### src/rtl/gin_pkg.sv
// Shared widths, entry type and FSM state for the global input network feeder.
package gin_pkg;
  localparam int XBUS_NUMS = 12;
  localparam int PE_NUMS   = 14;
  localparam int ID_LEN    = 5;
  localparam int ROW_LEN   = 4;
  localparam int VALUE_LEN = 32;

  typedef struct packed {
    logic [ROW_LEN-1:0]   row;
    logic [ID_LEN-1:0]    col;
    logic [VALUE_LEN-1:0] value;
  } gin_entry_t;

  typedef enum logic [1:0] {
    IDLE   = 2'd0,
    STREAM = 2'd1,
    DRAIN  = 2'd2
  } gin_state_t;
endpackage

### src/rtl/gin_feeder_if.sv
// Upstream value stream plus tagged network request, as seen by the feeder (master).
interface gin_feeder_if;
  import gin_pkg::*;
  logic                 in_valid;
  logic                 in_ready;
  logic [VALUE_LEN-1:0] in_value;
  logic                 enable;
  logic                 ready;
  logic [ROW_LEN-1:0]   row_tag;
  logic [ID_LEN-1:0]    col_tag;
  logic [VALUE_LEN-1:0] value;

  modport master (input in_valid, in_value, ready,
                  output in_ready, enable, row_tag, col_tag, value);
  modport slave  (output in_valid, in_value, ready,
                  input in_ready, enable, row_tag, col_tag, value);
endinterface

### src/rtl/gin_feeder_buf.sv
// 2-entry shift FIFO; slot 0 is always the head so outputs come straight from a register.
module gin_feeder_buf import gin_pkg::*; (
  input  logic       clk,
  input  logic       rst,
  input  logic       push,
  input  logic       pop,
  input  gin_entry_t din,
  output gin_entry_t head,
  output logic [1:0] count
);
  gin_entry_t [1:0] mem;
  logic do_pop, do_push;

  assign do_pop  = pop && (count != 2'd0);
  assign do_push = push && ((count != 2'd2) || do_pop);
  assign head    = mem[0];

  always_ff @(posedge clk) begin
    if (rst) begin
      mem   <= '0;
      count <= 2'd0;
    end else begin
      case ({do_push, do_pop})
        2'b10: begin
          mem[count[0]] <= din;
          count         <= count + 2'd1;
        end
        2'b01: begin
          mem[0] <= mem[1];
          count  <= count - 2'd1;
        end
        2'b11: begin
          // push+pop keeps the count; the new entry lands behind whatever remains
          if (count == 2'd1) mem[0] <= din;
          else begin
            mem[0] <= mem[1];
            mem[1] <= din;
          end
        end
        default: ;
      endcase
    end
  end
endmodule

### src/rtl/gin_feeder.sv
// Tags an upstream value stream with (row, col) from a 2-D tile walk and feeds the network.
module gin_feeder import gin_pkg::*; (
  input  logic               clk,
  input  logic               rst,
  input  logic               start,
  input  logic [ROW_LEN-1:0] cfg_row_base,
  input  logic [ROW_LEN-1:0] cfg_rows_m1,
  input  logic [ID_LEN-1:0]  cfg_col_base,
  input  logic [ID_LEN-1:0]  cfg_cols_m1,
  output logic               busy,
  output logic               done,
  gin_feeder_if.master       gin
);
  gin_state_t         state;
  logic [ROW_LEN-1:0] row_base, rows_m1, row_cnt;
  logic [ID_LEN-1:0]  col_base, cols_m1, col_cnt;
  logic [1:0]         count;
  logic               push, pop, last_col, last_row;
  gin_entry_t         din, head;

  // in_ready depends only on registered state, never on ready/in_valid
  assign gin.in_ready = (state == STREAM) && (count < 2'd2);
  assign push         = gin.in_valid && gin.in_ready;
  assign gin.enable   = (count != 2'd0);
  assign pop          = gin.enable && gin.ready;
  assign busy         = (state != IDLE);
  assign last_col     = (col_cnt == cols_m1);
  assign last_row     = (row_cnt == rows_m1);

  assign din.row   = row_base + row_cnt;
  assign din.col   = col_base + col_cnt;
  assign din.value = gin.in_value;

  assign gin.row_tag = head.row;
  assign gin.col_tag = head.col;
  assign gin.value   = head.value;

  gin_feeder_buf u_buf (
    .clk   (clk),
    .rst   (rst),
    .push  (push),
    .pop   (pop),
    .din   (din),
    .head  (head),
    .count (count)
  );

  always_ff @(posedge clk) begin
    if (rst) begin
      state    <= IDLE;
      done     <= 1'b0;
      row_base <= '0;
      rows_m1  <= '0;
      row_cnt  <= '0;
      col_base <= '0;
      cols_m1  <= '0;
      col_cnt  <= '0;
    end else begin
      done <= 1'b0;
      case (state)
        IDLE: if (start) begin
          row_base <= cfg_row_base;
          rows_m1  <= cfg_rows_m1;
          col_base <= cfg_col_base;
          cols_m1  <= cfg_cols_m1;
          row_cnt  <= '0;
          col_cnt  <= '0;
          state    <= STREAM;
        end
        STREAM: if (push) begin
          if (last_col) begin
            col_cnt <= '0;
            if (last_row) state <= DRAIN;
            else          row_cnt <= row_cnt + 1'b1;
          end else begin
            col_cnt <= col_cnt + 1'b1;
          end
        end
        DRAIN: if ((count == 2'd0) || ((count == 2'd1) && pop)) begin
          state <= IDLE;
          done  <= 1'b1;
        end
        default: state <= IDLE;
      endcase
    end
  end
endmodule
### src/flat_wrapper.sv
// flat-port wrapper written by rule: the top's interface ports become plain ports
module gin_feeder_flat import gin_pkg::*;
  (clk, rst, start, cfg_row_base, cfg_rows_m1, cfg_col_base, cfg_cols_m1, busy, done, gin_in_valid, gin_in_value, gin_ready, gin_in_ready, gin_enable, gin_row_tag, gin_col_tag, gin_value);
  gin_feeder_if gin_i ();
  input  logic clk;
  input  logic rst;
  input  logic start;
  input  logic [ROW_LEN-1:0] cfg_row_base;
  input  logic [ROW_LEN-1:0] cfg_rows_m1;
  input  logic [ID_LEN-1:0] cfg_col_base;
  input  logic [ID_LEN-1:0] cfg_cols_m1;
  output logic busy;
  output logic done;
  input wire logic [$bits(gin_i.in_valid)-1:0] gin_in_valid;
  input wire logic [$bits(gin_i.in_value)-1:0] gin_in_value;
  input wire logic [$bits(gin_i.ready)-1:0] gin_ready;
  output wire logic [$bits(gin_i.in_ready)-1:0] gin_in_ready;
  output wire logic [$bits(gin_i.enable)-1:0] gin_enable;
  output wire logic [$bits(gin_i.row_tag)-1:0] gin_row_tag;
  output wire logic [$bits(gin_i.col_tag)-1:0] gin_col_tag;
  output wire logic [$bits(gin_i.value)-1:0] gin_value;
  assign gin_i.in_valid = gin_in_valid;
  assign gin_i.in_value = gin_in_value;
  assign gin_i.ready = gin_ready;
  assign gin_in_ready = gin_i.in_ready;
  assign gin_enable = gin_i.enable;
  assign gin_row_tag = gin_i.row_tag;
  assign gin_col_tag = gin_i.col_tag;
  assign gin_value = gin_i.value;
  gin_feeder u_core (.clk(clk), .rst(rst), .start(start), .cfg_row_base(cfg_row_base), .cfg_rows_m1(cfg_rows_m1), .cfg_col_base(cfg_col_base), .cfg_cols_m1(cfg_cols_m1), .busy(busy), .done(done), .gin(gin_i));
endmodule
### config.mk
export PLATFORM = sky130hd
export DESIGN_NAME = gin_feeder_flat
export DESIGN_NICKNAME = d
export VERILOG_FILES = /design/src/rtl/gin_pkg.sv /design/src/rtl/gin_feeder_if.sv /design/src/rtl/gin_feeder_buf.sv /design/src/rtl/gin_feeder.sv /design/src/flat_wrapper.sv
export SDC_FILE = /design/constraint.sdc
export NUM_CORES = 1
export LEC_CHECK = 0
export ABC_AREA = 1
export BUFFER_PORTS_ARGS = -buffer_cell sky130_fd_sc_hd__buf_2
export CAP_MARGIN = 30
export CORE_MARGIN = 2
export CORE_UTILIZATION = 30
export DETAILED_ROUTE_END_ITERATION = 8
export PLACE_DENSITY = 0.55
export SLEW_MARGIN = 40
export SYNTH_ARGS = -nofsm -noshare
export SYNTH_HDL_FRONTEND = slang
export SYNTH_SLANG_ARGS = --single-unit
### constraint.sdc
create_clock -name clk -period 5.8 [get_ports clk]
set_clock_uncertainty 0.15 [all_clocks]
set_input_delay 0.87 -clock clk [delete_from_list [all_inputs] [get_ports clk]]
set_output_delay 0.87 -clock clk [all_outputs]
set_load 0.01 [all_outputs]
# Word level (Yosys, flattened, before mapping)
# Index checks and enable logic that the tools add are counted.
# W data, S select, Z words.
dict set report op_classes {
  reduce_logical 23
  div 0
  n_lt_le_gt_ge 3
  add_sub_neg 6
  shift 0
  mul 0
  n_eq_ne 16
  bitwise_logic 1
  n_mux 24
}
# operator count
set ops {}
lappend ops {{$mux W41} 3}
lappend ops {{$pmux W41 S3} 1}
lappend ops {{$bwmux W82} 1}
lappend ops {{$pmux W41 S2} 1}
lappend ops {{$demux W41 S1} 1}
lappend ops {{$mux W4} 4}
lappend ops {{$mux W5} 3}
lappend ops {{$mux W2} 5}
lappend ops {{$ne A2 B2 Y1 const B} 5}
lappend ops {{$pmux W5 S2} 1}
lappend ops {{$reduce_and A5 Y1} 2}
lappend ops {{$reduce_bool A2 Y1} 5}
lappend ops {{$pmux W4 S2} 1}
lappend ops {{$logic_and A1 B1 Y1} 7}
lappend ops {{$eq A2 B1 Y1 const B} 3}
lappend ops {{$eq A2 B2 Y1 const B} 3}
lappend ops {{$ne A2 B1 Y1 const B} 3}
lappend ops {{$pmux W2 S3} 1}
lappend ops {{$add A5 B1 Y5 const B} 1}
lappend ops {{$add A5 B5 Y5} 1}
lappend ops {{$eq A5 B5 Y1} 1}
lappend ops {{$add A4 B1 Y4 const B} 1}
lappend ops {{$add A4 B4 Y4} 1}
lappend ops {{$eq A4 B4 Y1} 1}
lappend ops {{other kinds (14)} 17}
dict set report totals {
  latchBits 0
  romBits 0
  input_bits 55
  out_inout_bits 45
  ramBits 0
  reg_bits 114
  mem_count 0
  elab_cells 88
}

# Longest topological paths before layout
dict set report logic_depth {
  ltp_word 8
  depth_mapped 12
  ltp_nobuf 11
}

# By module
# A second synthesis with hierarchy kept.
dict set report hier_totals {
  hier_cells 911
  hier_area_um2 6318.6
}
# mod n_inst area_each_um2 cells_each seq_area_each_um2
set modules_own_cells {}
lappend modules_own_cells {gin_feeder_buf 1 4608.2 677 1681.6}
lappend modules_own_cells {gin_feeder 1 1710.4 234 600.6}

# Worst setup path after synthesis
# No wires, ideal clock.
dict set report synth_timing {
  path_type {flip-flop to flip-flop}
  start {register u_core.u_buf.count[0]}
  end {register u_core.u_buf.mem, in the netlist u_core.u_buf.head[34]}
  arrival_ns 1.952
  t_required_ns 5.580
  path_slack_ns 3.628
  n_path_buf 1
  setup_time_ns 0.070
  stages_incl_launch_ff 11
  period_less_slack_ns 2.172
  path_cell_list {dfxtp_1 > inv_1 > ha_1 > inv_1 > nand2_2 > inv_2 > nand2_1 > o22ai_2 > buf_2 > nand2_1 > a21oi_1}
}
dict set report synth_via {
  elab_chain_len 7
  elab_cells_between_ends 22
  classes_between {order compare (3); eq/ne (5); mux (5); reduce/logical (9)}
}
# item line
set synth_lines {}
lappend synth_lines {{start, declared} gin_feeder_buf.sv:9} ;# output logic [1:0] count
lappend synth_lines {{start signal, assigned} gin_feeder_buf.sv:26} ;# count <= count + 2'd1;
lappend synth_lines {{start signal, assigned} gin_feeder_buf.sv:30} ;# count <= count - 2'd1;
lappend synth_lines {{$reduce_bool A2 Y1 (*)} gin_feeder.sv:24} ;# assign gin.enable = (count != 2'd0);
lappend synth_lines {{net gin_enable} flat_wrapper.sv:18} ;# output wire logic [$bits(gin_i.enable)-1:0] gin_enable;
lappend synth_lines {{$logic_and A1 B1 Y1} gin_feeder.sv:25} ;# assign pop = gin.enable && gin.ready;
lappend synth_lines {{$logic_and A1 B1 Y1 (*)} gin_feeder_buf.sv:14} ;# assign do_pop = pop && (count != 2'd0);
lappend synth_lines {{$logic_or A1 B1 Y1} gin_feeder_buf.sv:15} ;# assign do_push = push && ((count != 2'd2) || do_pop);
lappend synth_lines {{$logic_and A1 B1 Y1} gin_feeder_buf.sv:15}
lappend synth_lines {{$eq A2 B2 Y1 or $eq A2 B1 Y1 (tied branches)} gin_feeder_buf.sv:23} ;# case ({do_push, do_pop})
lappend synth_lines {{$pmux W41 S3 or $reduce_bool A3 Y1 (tied branches)} -}
lappend synth_lines {{end signal, assigned by index} gin_feeder_buf.sv:25} ;# mem[count[0]] <= din;
lappend synth_lines {{end, declared} gin_feeder_buf.sv:11} ;# gin_entry_t [1:0] mem;
# The timed path passes the listed nets; every way through them passes the cells marked *.
# A chain may end at the register's enable or synchronous reset.

# Worst setup path in the final report
dict set report layout_timing {
  start {register u_core.u_buf.count[0]}
  end {register u_core.u_buf.mem, in the netlist u_core.u_buf.head[16]}
}
dict set report layout_via {
  elab_chain_len 7
  elab_cells_between_ends 22
  classes_between {order compare (3); eq/ne (5); mux (5); reduce/logical (9)}
}
# item
set layout_lines {}
lappend layout_lines {{branches (longest 7 deep; another with $lt A1 B2 Y1)}}
# Parallel ways; which one is timed is not known.

==> results.yml <==
outcome:
  outcome: "finished, final reports clean"
worst_setup_path:
  critPathMaxStageDelay_ns: 0.61
  element_type_at_the_critical_path_start: "flip-flop"
  timing.critical_path.max_delay_family: "simple AND/OR/NAND/NOR gates"
  cp_data_required_time_ns: 5.99
  timing.critical_path.buf_inv: 3
  worstSetupPathType: "flip-flop to flip-flop"
  timing.critical_path.fanout_max: 35
  cp_data_arrival_time_ns: 3.09
  path_common_cell: "nand2_2"
  crit_path_cell_trace: "inv_1, ha_1, inv_1, nand2_2, inv_2, nand2_2, nand2_2, a21oi_1, a21oi_1"
  timing.critical_path.slowest_stage_cell: "nand2_2"
  setup.worst_path.end_class: "flip-flop"
route:
  dr.pass1.iters: 4
  drc_errors: 0
  drt-initial-drc-count: 303
  via_per_inst: 4.71
  routed_wire_length_per_instance_um: 13.8
  num_vias: 4859
  detail-route-antenna-nets: 0
  detail_route.wirelength_um: 14200
global_route:
  gr-total-overflow: 0
  number_of_global_route_vias_before_repair: 4598
  grt_pass1_wl_um: 23100
  grt.total_usage: 0.146
  pin_count_of_the_biggest_net_entering_global_routing: 55
  initial_antenna_violation_count: 1
layout:
  core_util_final: 0.363
  fin_nets: 858
  n_antenna_cell: 0
  area.growth.synth_to_final_pct: 17.6
  fillCellCount: 1908
  drive_above_1_share: 0.217
synthesis:
  post_synth_main_area_contributors: "dfxtp_1, a21oi_1, nand2_1"
  ys_warn_count: 0
  yosys.cell_types.count: 34
  synth.cell_area_sq_um: 5600
  post_synth.cell_area_avg_sq_um: 7.52
  mappedNetlistNets: 814
  synth_top_area_share: 0.407
  synth.largest_area_cell: "dfxtp_1"
  synth-seq-cells: 114
  async_flop_share: 0
  synth_edf_count: 0
  synth_top_flop_cell: "dfxtp_1"
  yosysSeqAreaShare: 0.407
  synthesis.instances: 745
die:
  io_pins: 100
  fp-row-count: 49
  die_area_sq_um: 19800
  fp.dieW_um: 141
  core_area_sq_um: 18100
  floorplan.initialDensity: 0.309
  floorplan.die.height_um: 141
clocking:
  cts_made_buffers: 17
  insertion_delay_ns: 0.41
  number_of_cells_upsized_or_downsized_after_cts: 0
  clock_tree.root_cell: "clkbuf_16"
  max-clock-path-buffers: 2
  cts-htree-levels: 4
  tritoncts_clock_tree: "built"
  cts_setup_buffers: 0
  clock_sinks: 114
  cts.reportedPaths.clkPinSlew_ns: 0.05
  post_cts_hold_buffer_count: 0
flow_run:
  cap_viol_max_count: 0
timing:
  final-hold-violation-count: 0
  period_minus_slack_ns: 2.90
  fmaxAchievable_ghz: 0.345
  setup_tns_ns: 0
  slew_violations: 0
  count_of_endpoints_failing_setup_in_the_final_report: 0
  finalCritPeriodShare: 0.500
  worst_slew_margin_rel: 0.472
  rsz0062_at_grt: "false"
  worst_pin_slew_ns: 0.789
power_and_ir_drop:
  power.density_nw_per_um2: 478
  worst_ir_drop_vdd_uv: 257
  power_leakage_nw: 2.93
place:
  port_bufs: 99
  place_hpwl_um: 9430
  gp_congestion: 0.746
hold_path:
  worst_hold_path_type: "flip-flop to flip-flop"
## report_power, final
part           internal (W)  switching (W)  total [W]
logic              0.000368       0.000699    0.00107
registers          0.000947       0.000106    0.00105
clock network      0.000672       0.000356    0.00103
total               0.00199        0.00116    0.00315
## per-stage QoR
step	std cells	hold WS [ns]	instance area (sq um)	power (W)	setup WS, ns
after floorplan	745	0.294	5600	0.00190	3.63
final	1031	0.315	6590	0.00315	2.90
after global routing	1031	0.337	6590	0.00337	2.70
after global placement	993	0.303	5900	0.00208	2.83
after detailed placement	999	0.308	6010	0.00214	2.93
after CTS	1031	0.316	6590	0.00318	2.92
## cell type report
class                   count  area [sq um]  area share
clock buffers              22           444      0.0674
clock inverters            10           135      0.0205
inverters                  37           140      0.0213
multi-input cells         511          2690       0.408
flip-flops and latches    114          2280       0.347
well taps                 229           287      0.0435
repair buffers            108           608      0.0923
## tightest hold or removal path: cells and delay by family (launching register included)
| kind | cells | cell delay (ns) |
|---|---|---|
| AOI/OAI and AO/OA | 1 | 0.05 |
| DFF | 1 | 0.30 |
| and+or+nand+nor | 1 | 0.06 |
## metal layers
metal  track usage  vias up  share of wire
li1              -     2529              -
met1         0.196     2208           0.49
met2         0.230      105           0.45
met3        0.0380       15          0.047
met4        0.0474        2          0.012
met5             0        -        0.00084
## registers in the layout, indices dropped and copies added (netlist names)
register	cells
u_core.rows_m1	4
u_core.row_base	4
u_core.col_cnt	5
u_core.row_cnt	4
u_core.cols_m1	5
u_core.u_buf.mem	41
u_core.done	1
u_core.u_buf.count	2
u_core.col_base	5
u_core.u_buf.head	41
u_core.state	2
## cell usage in the layout, fill, tap and decap left out, types with 2 or more instances in the layout
cell / netlist / final
dfxtp_1: 114 / 114
nand2_1: 122 / 121
nand2_2: 5 / 5
nor2_1: 88 / 88
o21ai_4: 2 / 2
clkinv_2: 0 / 5
inv_1: 36 / 35
buf_2: 17 / 99
nor3b_1: 3 / 3
fa_1: 2 / 2
xor2_1: 5 / 5
a21oi_1: 109 / 109
nand4_1: 4 / 4
a21oi_2: 20 / 20
clkbuf_1: 15 / 5
ha_1: 12 / 12
nand2_4: 2 / 3
o21ai_1: 14 / 14
nand3_1: 10 / 10
clkinv_4: 0 / 2
bufinv_16: 0 / 3
buf_4: 46 / 3
xnor2_1: 6 / 6
clkbuf_16: 0 / 17
buf_8: 0 / 6
o21ai_0: 91 / 91
o211ai_1: 6 / 6
## path summary, 6_finish.rpt
path / startpoint / to / slack, ns / cells past startpoint
worst max-delay path: u_core.u_buf.count[0] / u_core.u_buf.head[16] / 2.90 / 9
worst min-delay path: u_core.u_buf.head[0] / u_core.u_buf.head[0] / 0.31 / 2
worst max register to register: u_core.u_buf.count[0] / u_core.u_buf.head[16] / 2.90 / 9
worst min register to register: u_core.u_buf.head[0] / u_core.u_buf.head[0] / 0.31 / 2
## cells in the mapped netlist (3+ instances only)
master    count
nand2_1     122
dfxtp_1     114
a21oi_1     109
o21ai_0      91
nor2_1       88
buf_4        46
inv_1        36
a21oi_2      20
buf_2        17
clkbuf_1     15
o21ai_1      14
ha_1         12
nand3_1      10
o211ai_1      6
xnor2_1       6
nand2_2       5
xor2_1        5
nand4_1       4
buf_6         3
nor3b_1       3
## cells by family after synthesis
group / share of synthesized area
compound gates: 0.242
xor+xnor: 0.0172
fa+ha+maj: 0.0340
buf+inv: 0.119
flops: 0.407
simple gates: 0.180
No activity file was read; power rests on OpenSTA's default activity.
